[config.mk]
export PLATFORM = sky130hd
export DESIGN_NAME = data_read
export DESIGN_NICKNAME = d
export VERILOG_FILES = /design/src/rtl/data_pkg.sv /design/src/rtl/data_read_fifo.sv /design/src/rtl/data_read.sv
export SDC_FILE = /design/constraint.sdc
export NUM_CORES = 1
export LEC_CHECK = 0
export ABC_CLOCK_PERIOD_IN_PS = 3970
export BUFFER_PORTS_ARGS = -buffer_cell sky130_fd_sc_hd__buf_4
export CORE_ASPECT_RATIO = 2
export CORE_MARGIN = 2
export CORE_UTILIZATION = 55
export DETAILED_ROUTE_END_ITERATION = 8
export PLACE_DENSITY = 0.77
export SYNTH_ARGS = -nofsm -noshare
export SYNTH_HDL_FRONTEND = slang
export SYNTH_SLANG_ARGS = --single-unit
[constraint.sdc]
create_clock -name clk -period 3.97 [get_ports clk]
set_input_delay 0.5955 -clock clk [delete_from_list [all_inputs] [get_ports clk]]
set_output_delay 0.5955 -clock clk [all_outputs]
set_load 0.01 [all_outputs]
[src/rtl/data_pkg.sv]
// Shared definitions for the frame reader: state encoding, default header bytes
// and header length.
package data_pkg;

    typedef enum logic [2:0] {
        ST_IDLE = 3'd0,
        ST_HEAD = 3'd1,
        ST_DATA = 3'd2,
        ST_SUM  = 3'd3,
        ST_DONE = 3'd4
    } state_e;

    localparam logic [7:0] HEAD0_DEF = 8'h55;
    localparam logic [7:0] HEAD1_DEF = 8'hAA;
    localparam int         HDR_LEN   = 5;

endpackage

[src/rtl/data_read_fifo.sv]
// Two-entry byte skid FIFO between the RAM read port and the transmit register.
module data_read_fifo (
    input  logic       clk,
    input  logic       rst,
    input  logic       push_i,
    input  logic       pop_i,
    input  logic [7:0] din_i,
    output logic [7:0] dout_o,
    output logic       full_o,
    output logic       empty_o
);

    logic [7:0] mem_q [2];
    logic       wr_ptr_q;
    logic       rd_ptr_q;
    logic [1:0] cnt_q;
    logic       do_push;
    logic       do_pop;

    // A push into a full FIFO is accepted only when the same edge frees a slot.
    assign do_pop  = pop_i && (cnt_q != 2'd0);
    assign do_push = push_i && ((cnt_q != 2'd2) || do_pop);

    assign dout_o  = mem_q[rd_ptr_q];
    assign full_o  = (cnt_q == 2'd2);
    assign empty_o = (cnt_q == 2'd0);

    always_ff @(posedge clk or posedge rst) begin
        if (rst) begin
            mem_q[0] <= '0;
            mem_q[1] <= '0;
            wr_ptr_q <= 1'b0;
            rd_ptr_q <= 1'b0;
            cnt_q    <= 2'd0;
        end else begin
            if (do_push) begin
                mem_q[wr_ptr_q] <= din_i;
                wr_ptr_q        <= ~wr_ptr_q;
            end
            if (do_pop) begin
                rd_ptr_q <= ~rd_ptr_q;
            end
            case ({do_push, do_pop})
                2'b10:   cnt_q <= cnt_q + 2'd1;
                2'b01:   cnt_q <= cnt_q - 2'd1;
                default: cnt_q <= cnt_q;
            endcase
        end
    end

endmodule

[src/rtl/data_read.sv]
// Reads a payload from RAM port B and streams it as a framed byte sequence
// (header, payload, 8-bit checksum) over a valid/ready transmitter link.
module data_read
    import data_pkg::*;
#(
    parameter logic [7:0] HEAD0 = HEAD0_DEF,
    parameter logic [7:0] HEAD1 = HEAD1_DEF,
    parameter int         AW    = 12
) (
    input  logic          clk,
    input  logic          rst,
    input  logic          fs,
    output logic          fd,
    input  logic [3:0]    btype,
    input  logic [AW-1:0] ram_addr_init,
    input  logic [11:0]   ram_dlen,
    output logic [AW-1:0] ram_rxa,
    input  logic [7:0]    ram_rxd,
    output logic [7:0]    tx_data,
    output logic          tx_valid,
    input  logic          tx_ready,
    output logic [2:0]    dbg_state_o
);

    localparam logic [11:0] HdrLast = 12'(HDR_LEN - 1);

    state_e        state_q;
    logic [3:0]    btype_q;
    logic [11:0]   dlen_q;
    logic [AW-1:0] ram_rxa_q;
    logic [11:0]   rd_cnt_q;
    logic [11:0]   cnt_q;
    logic [7:0]    sum_q;
    logic [7:0]    tx_data_q;
    logic          tx_valid_q;
    logic          fd_q;
    logic          pend_q;

    logic          xfer;
    logic          pop;
    logic          issue;
    logic          last_pay;
    logic [1:0]    fifo_cnt;
    logic [1:0]    occ;
    logic [7:0]    sum_d;
    logic [7:0]    hdr_d;
    logic [7:0]    fifo_dout;
    logic          fifo_full;
    logic          fifo_empty;

    data_read_fifo u_fifo (
        .clk     (clk),
        .rst     (rst),
        .push_i  (pend_q),
        .pop_i   (pop),
        .din_i   (ram_rxd),
        .dout_o  (fifo_dout),
        .full_o  (fifo_full),
        .empty_o (fifo_empty)
    );

    // Handshake: a byte moves when tx_valid and tx_ready are both high at a
    // rising edge; tx_data is held unchanged while tx_valid waits for ready.
    always_comb begin
        xfer     = tx_valid_q && tx_ready;
        fifo_cnt = fifo_full ? 2'd2 : (fifo_empty ? 2'd0 : 2'd1);
        occ      = fifo_cnt + {1'b0, pend_q};
        last_pay = (cnt_q + 12'd1) == dlen_q;
        sum_d    = sum_q + tx_data_q;
        pop      = 1'b0;
        case (state_q)
            ST_HEAD: pop = xfer && (cnt_q == HdrLast) && (dlen_q != 12'd0) && !fifo_empty;
            ST_DATA: pop = !fifo_empty && (xfer ? !last_pay : !tx_valid_q);
            default: pop = 1'b0;
        endcase
        // The in-flight read counts against FIFO room; a same-edge pop frees one.
        issue = ((state_q == ST_HEAD) || (state_q == ST_DATA)) &&
                (rd_cnt_q != dlen_q) && ((occ < 2'd2) || pop);
        case (cnt_q[1:0])
            2'd0:    hdr_d = HEAD1;
            2'd1:    hdr_d = {4'h0, btype_q};
            2'd2:    hdr_d = {4'h0, dlen_q[11:8]};
            default: hdr_d = dlen_q[7:0];
        endcase
    end

    always_ff @(posedge clk or posedge rst) begin
        if (rst) begin
            state_q    <= ST_IDLE;
            btype_q    <= '0;
            dlen_q     <= '0;
            ram_rxa_q  <= '0;
            rd_cnt_q   <= '0;
            cnt_q      <= '0;
            sum_q      <= '0;
            tx_data_q  <= '0;
            tx_valid_q <= 1'b0;
            fd_q       <= 1'b0;
            pend_q     <= 1'b0;
        end else begin
            pend_q <= issue;
            if (issue) begin
                ram_rxa_q <= ram_rxa_q + AW'(1);
                rd_cnt_q  <= rd_cnt_q + 12'd1;
            end
            case (state_q)
                ST_IDLE: begin
                    if (fs) begin
                        state_q    <= ST_HEAD;
                        btype_q    <= btype;
                        dlen_q     <= ram_dlen;
                        ram_rxa_q  <= ram_addr_init;
                        rd_cnt_q   <= '0;
                        cnt_q      <= '0;
                        sum_q      <= '0;
                        tx_data_q  <= HEAD0;
                        tx_valid_q <= 1'b1;
                    end
                end
                ST_HEAD: begin
                    if (xfer) begin
                        if (cnt_q == HdrLast) begin
                            cnt_q <= '0;
                            if (dlen_q == 12'd0) begin
                                tx_data_q <= sum_q;
                                state_q   <= ST_SUM;
                            end else begin
                                state_q    <= ST_DATA;
                                tx_data_q  <= fifo_dout;
                                tx_valid_q <= pop;
                            end
                        end else begin
                            cnt_q     <= cnt_q + 12'd1;
                            tx_data_q <= hdr_d;
                        end
                    end
                end
                ST_DATA: begin
                    if (xfer) begin
                        sum_q <= sum_d;
                        cnt_q <= cnt_q + 12'd1;
                        if (last_pay) begin
                            tx_data_q <= sum_d;
                            state_q   <= ST_SUM;
                        end else begin
                            tx_data_q  <= fifo_dout;
                            tx_valid_q <= pop;
                        end
                    end else if (pop) begin
                        tx_data_q  <= fifo_dout;
                        tx_valid_q <= 1'b1;
                    end
                end
                ST_SUM: begin
                    if (xfer) begin
                        tx_valid_q <= 1'b0;
                        fd_q       <= 1'b1;
                        state_q    <= ST_DONE;
                    end
                end
                ST_DONE: begin
                    if (!fs) begin
                        fd_q    <= 1'b0;
                        state_q <= ST_IDLE;
                    end
                end
                default: state_q <= ST_IDLE;
            endcase
        end
    end

    assign fd          = fd_q;
    assign ram_rxa     = ram_rxa_q;
    assign tx_data     = tx_data_q;
    assign tx_valid    = tx_valid_q;
    assign dbg_state_o = state_q;

endmodule
; Yosys cells after proc, flatten, opt, wreduce, memory -nomap -nowiden
; Index checks and enable logic that the tools add are counted.
[classes]
bitwise = 4
magnitude_cmp = 4
multipliers = 0
n_eq_ne = 23
n_shift = 0
n_mux = 55
reduce_logical = 34
add_sub_neg = 7
div_mod_pow = 0
[ops]
columns = cell, count
row1 = two-way mux 12 bit, 10
row2 = two-way mux 8 bit, 13
row3 = case mux 8 bit (3 select lines), 2
row4 = adder 12 x 1 -> 12 bit (second input constant), 3
row5 = case mux 12 bit (3 select lines), 1
row6 = two-way mux 3 bit, 7
row7 = bitwise mux 16 bit, 1
row8 = != test 2 bit (second input constant), 8
row9 = case mux 8 bit (2 select lines), 1
row10 = case mux 3 bit (5 select lines), 1
row11 = two-way mux 1 bit, 13
row12 = == test 12 bit, 1
row13 = == test 12 x 3 -> 1 bit (second input constant), 1
row14 = logical NOT 12 bit, 1
row15 = != test 12 bit, 1
row16 = nonzero test 12 bit, 1
row17 = logical AND 1 bit, 10
row18 = adder 8 bit, 1
row19 = demux 8 bit (select 1 bit), 1
row20 = AND reduction 4 bit, 2
row21 = AND reduction 8 bit, 1
row22 = nonzero test 2 bit, 4
row23 = AND reduction 7 bit, 1
row24 = == test 2 bit (second input constant), 3
row25 = other kinds (27), 39
[totals]
regBits = 94
mem_bits_rw = 0
out_inout_bits = 25
in_bits = 40
latch_bits = 0
romBits = 0
mem_count = 0

; Longest topological paths before layout
[logic_depth]
depth_word = 11
mapped_depth = 13
mapped_depth_nobuf = 12

; By module
; A second synthesis with hierarchy kept.
[hier_totals]
cells_unflattened = 620
area_unflattened_um2 = 5771.8
[modules_own_cells]
columns = module, area_each_um2, cells_per_inst, n_inst
row1 = data_read, 4868.4, 559, 1
row2 = data_read_fifo, 903.4, 61, 1

; Least setup slack after synthesis
; OpenSTA, ideal clock, no wires.
[synth_timing]
kind = flip-flop to flip-flop
startpoint = register cnt_q[0]
endpoint = register u_fifo.mem_q[10] in the netlist's numbering
stages_incl_launch_ff = 12
t_required_ns = 3.845
path_slack_ns = 1.035
arrival_ns = 2.809
path_cell_list = dfrtp_1 ha_1 buf_2 xor3_1 a2111oi_0 o211ai_1 nor4_4 a21oi_4 o21ai_4 or2b_1 buf_6 mux2_4
[synth_via]
elab_chain_cells = 9
[synth_rtl]
columns = element, line
row1 = "start, declared", data_read.sv:32  ; logic [11:0] cnt_q;
row2 = "start signal, assigned", data_read.sv:133  ; cnt_q <= cnt_q + 12'd1;
row3 = "start signal, assigned", data_read.sv:141  ; cnt_q <= cnt_q + 12'd1;
row4 = adder 12 x 1 -> 12 bit, data_read.sv:68  ; last_pay = (cnt_q + 12'd1) == dlen_q;
row5 = == test 12 bit, data_read.sv:68
row6 = logical NOT 1 bit, data_read.sv:73  ; ST_DATA: pop = !fifo_empty && (xfer ? !last_pay : !tx_valid_q);
row7 = two-way mux 1 bit, data_read.sv:73
row8 = logical AND 1 bit, data_read.sv:73
row9 = case mux 1 bit (2 select lines) (*), data_read.sv:71  ; case (state_q)
row10 = logical AND 1 bit (*), data_read_fifo.sv:21  ; assign do_pop = pop_i && (cnt_q != 2'd0);
row11 = logical OR 1 bit (*), data_read_fifo.sv:22  ; assign do_push = push_i && ((cnt_q != 2'd2) || do_pop);
row12 = logical AND 1 bit (*), data_read_fifo.sv:22
row13 = "end signal, assigned by index", data_read_fifo.sv:37  ; mem_q[wr_ptr_q] <= din_i;
row14 = "end, declared", data_read_fifo.sv:13  ; logic [7:0] mem_q [2];
; Every way passes the cells marked *; elsewhere a longest branch is shown, timed or not.
; A chain may end at the register's enable or synchronous reset.

; Worst setup path after layout
[layout_timing]
startpoint = register cnt_q[0]
endpoint = register u_fifo.mem_q[12] in the netlist's numbering
; The elaborated chain is that of the path after synthesis.

==> impl_results.md <==
* All-layer global routing usage at 29.67%
* Initial antenna violation count at 0
* Combinational power share at 50.2%
* Number of global-route vias before repair at 5,430
* Register area share after synthesis at 39.76%
* PnR Total Power at 5.288 mW
* Met1 Wirelength at 5.829 mm
* Detailed-placement wirelength estimate at 12.49 mm
* Inserted Diodes at 0
* DR vias at 5,237
* Die width at 77.34 µm
* Setup bufs post-CTS at 0
* Post-DP Area at 6482 µm²
* Maximum VDD drop at 0.3888 mV
* Clock Sink Count at 94
* Fmax at 287.7 MHz
* WP data required at 4.21 ns
* Register-to-Register Path Depth at 9
* Critical path arrival at 3.71 ns
* Worst Skew at 0.009276 ns
* Die height at 150.7 µm
* Nets at 739
* Psw at 2.356 mW
* Post-cts resize count at 0
* Synthesis-stage register bit count at 94
* Largest area contributor in the netlist: dfrtp_1
* HP Class: primary input to async pin
* Hold-fix buffers at CTS at 0
* R2R Setup Slk at 0.49 ns
* Worst-path cell chain: ha_1 > nand2_1 > or4_1 > o311a_1 > nor4_4 > a21oi_4 > o21ai_4 > or2b_1 > mux2_4
* CTS tree: built
* Largest net degree at the start of global routing at 48
* Area of the multi-input gates at 3342 µm²
* Run status: completed
* DRC violations left at 0
* Congestion Overflow GR at 0
* Fraction of power consumed by the clock network at 15.4%
* Fin. Hold Viols at 0
* CTS buffer count at 9
* Synth top area share at 39.76%
* Synth Net Count at 689
* Post-detailed-route via-to-cell ratio at 6.340
* FF/Latch Area at 2352 µm²
* First-pass GRT wire length at 26.88 mm
* Synth Cell Area at 5916 µm²
* Pre-Repair DR Iteration Count at 6
* Primary FF master, synth: dfrtp_1
* Ys async rst share at 100.0%
* FP Rows at 53
* RSZ-0062 raised after global routing: false
* Startpoint Class: flop
* Worst-path clk slew at 0.07 ns
* Area growth from synthesis to layout at 14.21%
* Slew @ Worst Pin at 0.8991 ns
* Design area at 6756 µm²
* Synth warn at 0
* Rel. slew slack at 40.06%
* CP endpoint kind: flop
* Hold WS at 0.2800 ns
* Number of synthesized flops with an enable pin at 0
* Switching Fraction at 44.56%
* Synth area leaders: dfrtp_1 (40%), nand2_1 (6.3%), o21ai_0 (3.8%)
* Leakage Power at 3.047 nW
* Top sig layer: met4
* Input/output buffers at 64
* Highest-delay cell along the critical path: or4_1
* Metal3 WL at 709 µm
* Setup WS post-layout at 0.4944 ns
* Pre-CTS WS at 0.5500 ns
* Final period utilization at 87.55%
* Min Tclk post-route at 3.476 ns
* Layout Utilization at 64.49%
* Met2 wire len at 8.904 mm
* DIE AREA at 11,650 µm²
* Final count of negative-setup-slack endpoints at 0
* Cell area power density at 782.6 nW/µm²
* CP peak stage delay at 0.51 ns
* Flop pwr share at 34.4%
* WL/cell at 20.09 µm
* Post-synthesis cell count at 634
* Clock Path Buffers at 2
* Routed Antenna Nets at 0
* Clk_lat worst skew at 0.35 ns
* Layout cells sized above 1 at 18.72%
* DRT iter0 DRCs at 347
* Number of top-level pins at 65
* Initial Utilization at 56.46%
* Syn Area/Cell at 9.331 µm²
* Fin cells at 826
* Routed WL at 16.60 mm
* Max-cap violations at 0
* Power Internal at 2.932 mW
* Critical path class: flop to flop
* CORE AREA at 10,480 µm²
* Htree depth at 3
* Setup total negative slack at 0 ns
* # placed instances at 810
* Final Max Slew Viols at 0
* Routability cong. at 0.9466
* Distinct cell type count after synthesis at 70
* Clk root buf: clkbuf_16
* Critical-path maximum fanout at 9
* Layout fillers at 922
==> cells in the mapped netlist (6+ instances only) <==
cell type and instances:
a21oi_1 29, a31oi_1 6, and3_1 10, buf_2 8, clkbuf_1 21, dfrtp_1 94
ha_1 14, inv_1 14, mux2_2 17, mux2_4 8, mux2i_1 21, nand2_1 99
nand2b_1 9, nand3_1 14, nor2_1 37, nor3_1 10, nor4_1 7, o2111ai_1 7
o211ai_1 13, o21ai_0 45, o31ai_1 8, or3_1 6, xnor2_1 24, xor2_1 20
==> layout make-up <==
class	instances	area share (%)
timing repair buffer	75	8.333
tap	137	2.537
multi-input combinational	490	49.46
inverter	14	0.7963
clock buffer	11	3.444
sequential	94	34.81
clock inverter	5	0.6111
==> logic make-up (layout without fill, tap and decap cells) <==
| group | after synthesis | in the layout | share of synthesized area, % |
|---|---|---|---|
| AOI/OAI and AO/OA | 162 | 162 | 18.80 |
| xor gates and xnor gates | 46 | 46 | 7.318 |
| adders and majority gates | 15 | 15 | 3.300 |
| buffers and inverters | 50 | 105 | 3.786 |
| DFF | 94 | 94 | 39.76 |
| muxes | 46 | 46 | 8.820 |
| and+or+nand+nor | 221 | 221 | 18.21 |
==> sequential cells by signal, summed over array words and instances (netlist names), 2 cells and up <==
register	count
btype_q	4
cnt_q	12
dbg_state_o	3
dlen_q	12
ram_rxa	12
rd_cnt_q	12
sum_q	8
tx_data	8
u_fifo.cnt_q	2
u_fifo.mem_q	16
==> worst max-delay path: cells and delay by family, from the launching register on <==
family | cells | cell delay, ns
flops | 1 | 0.47
simple gates | 4 | 1.57
fa+ha+maj | 1 | 0.37
mux | 1 | 0.35
compound gates | 3 | 0.59
==> per-layer routing <==
layer  GRT usage [%]  vias to the layer above
met5               0                        -
met4           22.32                        0
met3           3.777                       66
met2           54.48                      207
met1           30.03                     2574
li1                -                     2390
==> placed cells by master (no fill, tap or decap), types with 3 or more instances in the layout <==
master | Yosys | final
o211ai_1 | 13 | 13
inv_1 | 14 | 13
or4_1 | 3 | 3
nand2b_1 | 9 | 9
a21oi_1 | 29 | 29
xor2_1 | 20 | 20
nor2_1 | 37 | 37
xnor2_1 | 24 | 24
o22ai_1 | 4 | 4
buf_4 | 3 | 75
nor3_1 | 10 | 10
a22oi_1 | 3 | 3
a31oi_1 | 6 | 6
nor4_1 | 7 | 7
a211oi_1 | 5 | 5
nand2_1 | 99 | 99
and4_1 | 4 | 4
mux2_2 | 17 | 17
inv_6 | 0 | 3
a22o_1 | 5 | 5
o31a_1 | 3 | 3
mux2i_1 | 21 | 21
ha_1 | 14 | 14
clkbuf_16 | 0 | 9
o41ai_1 | 5 | 5
o2111ai_1 | 7 | 7
dfrtp_1 | 94 | 94
nand3_1 | 14 | 14
a21o_1 | 4 | 4
a221o_1 | 3 | 3
and2_1 | 4 | 4
o31ai_1 | 8 | 8
and3_1 | 10 | 10
or3_1 | 6 | 6
nand4_1 | 5 | 5
mux2_4 | 8 | 8
o21ai_0 | 45 | 45
==> path summary, 6_finish.rpt <==
path,from,endpoint
min reg2reg,btype_q[3],btype_q[3]
max reg2reg,cnt_q[0],u_fifo.mem_q[12]
max in group asynchronous,rst,cnt_q[0]
min in group clk,ram_dlen[9],dlen_q[9]
min,rst,dlen_q[9]
max,cnt_q[0],u_fifo.mem_q[12]
==> power groups by stage <==
stage	Combinational, mW	Clock [mW]	Sequential [mW]
after floorplan	1.95	0	1.65
after global placement	2.53	0	1.80
after detailed placement	2.62	0	1.82
after CTS	2.64	0.819	1.81
after global routing	2.91	0.854	1.86
final	2.66	0.815	1.82
Note: power is estimated with default switching activity, not from simulation.
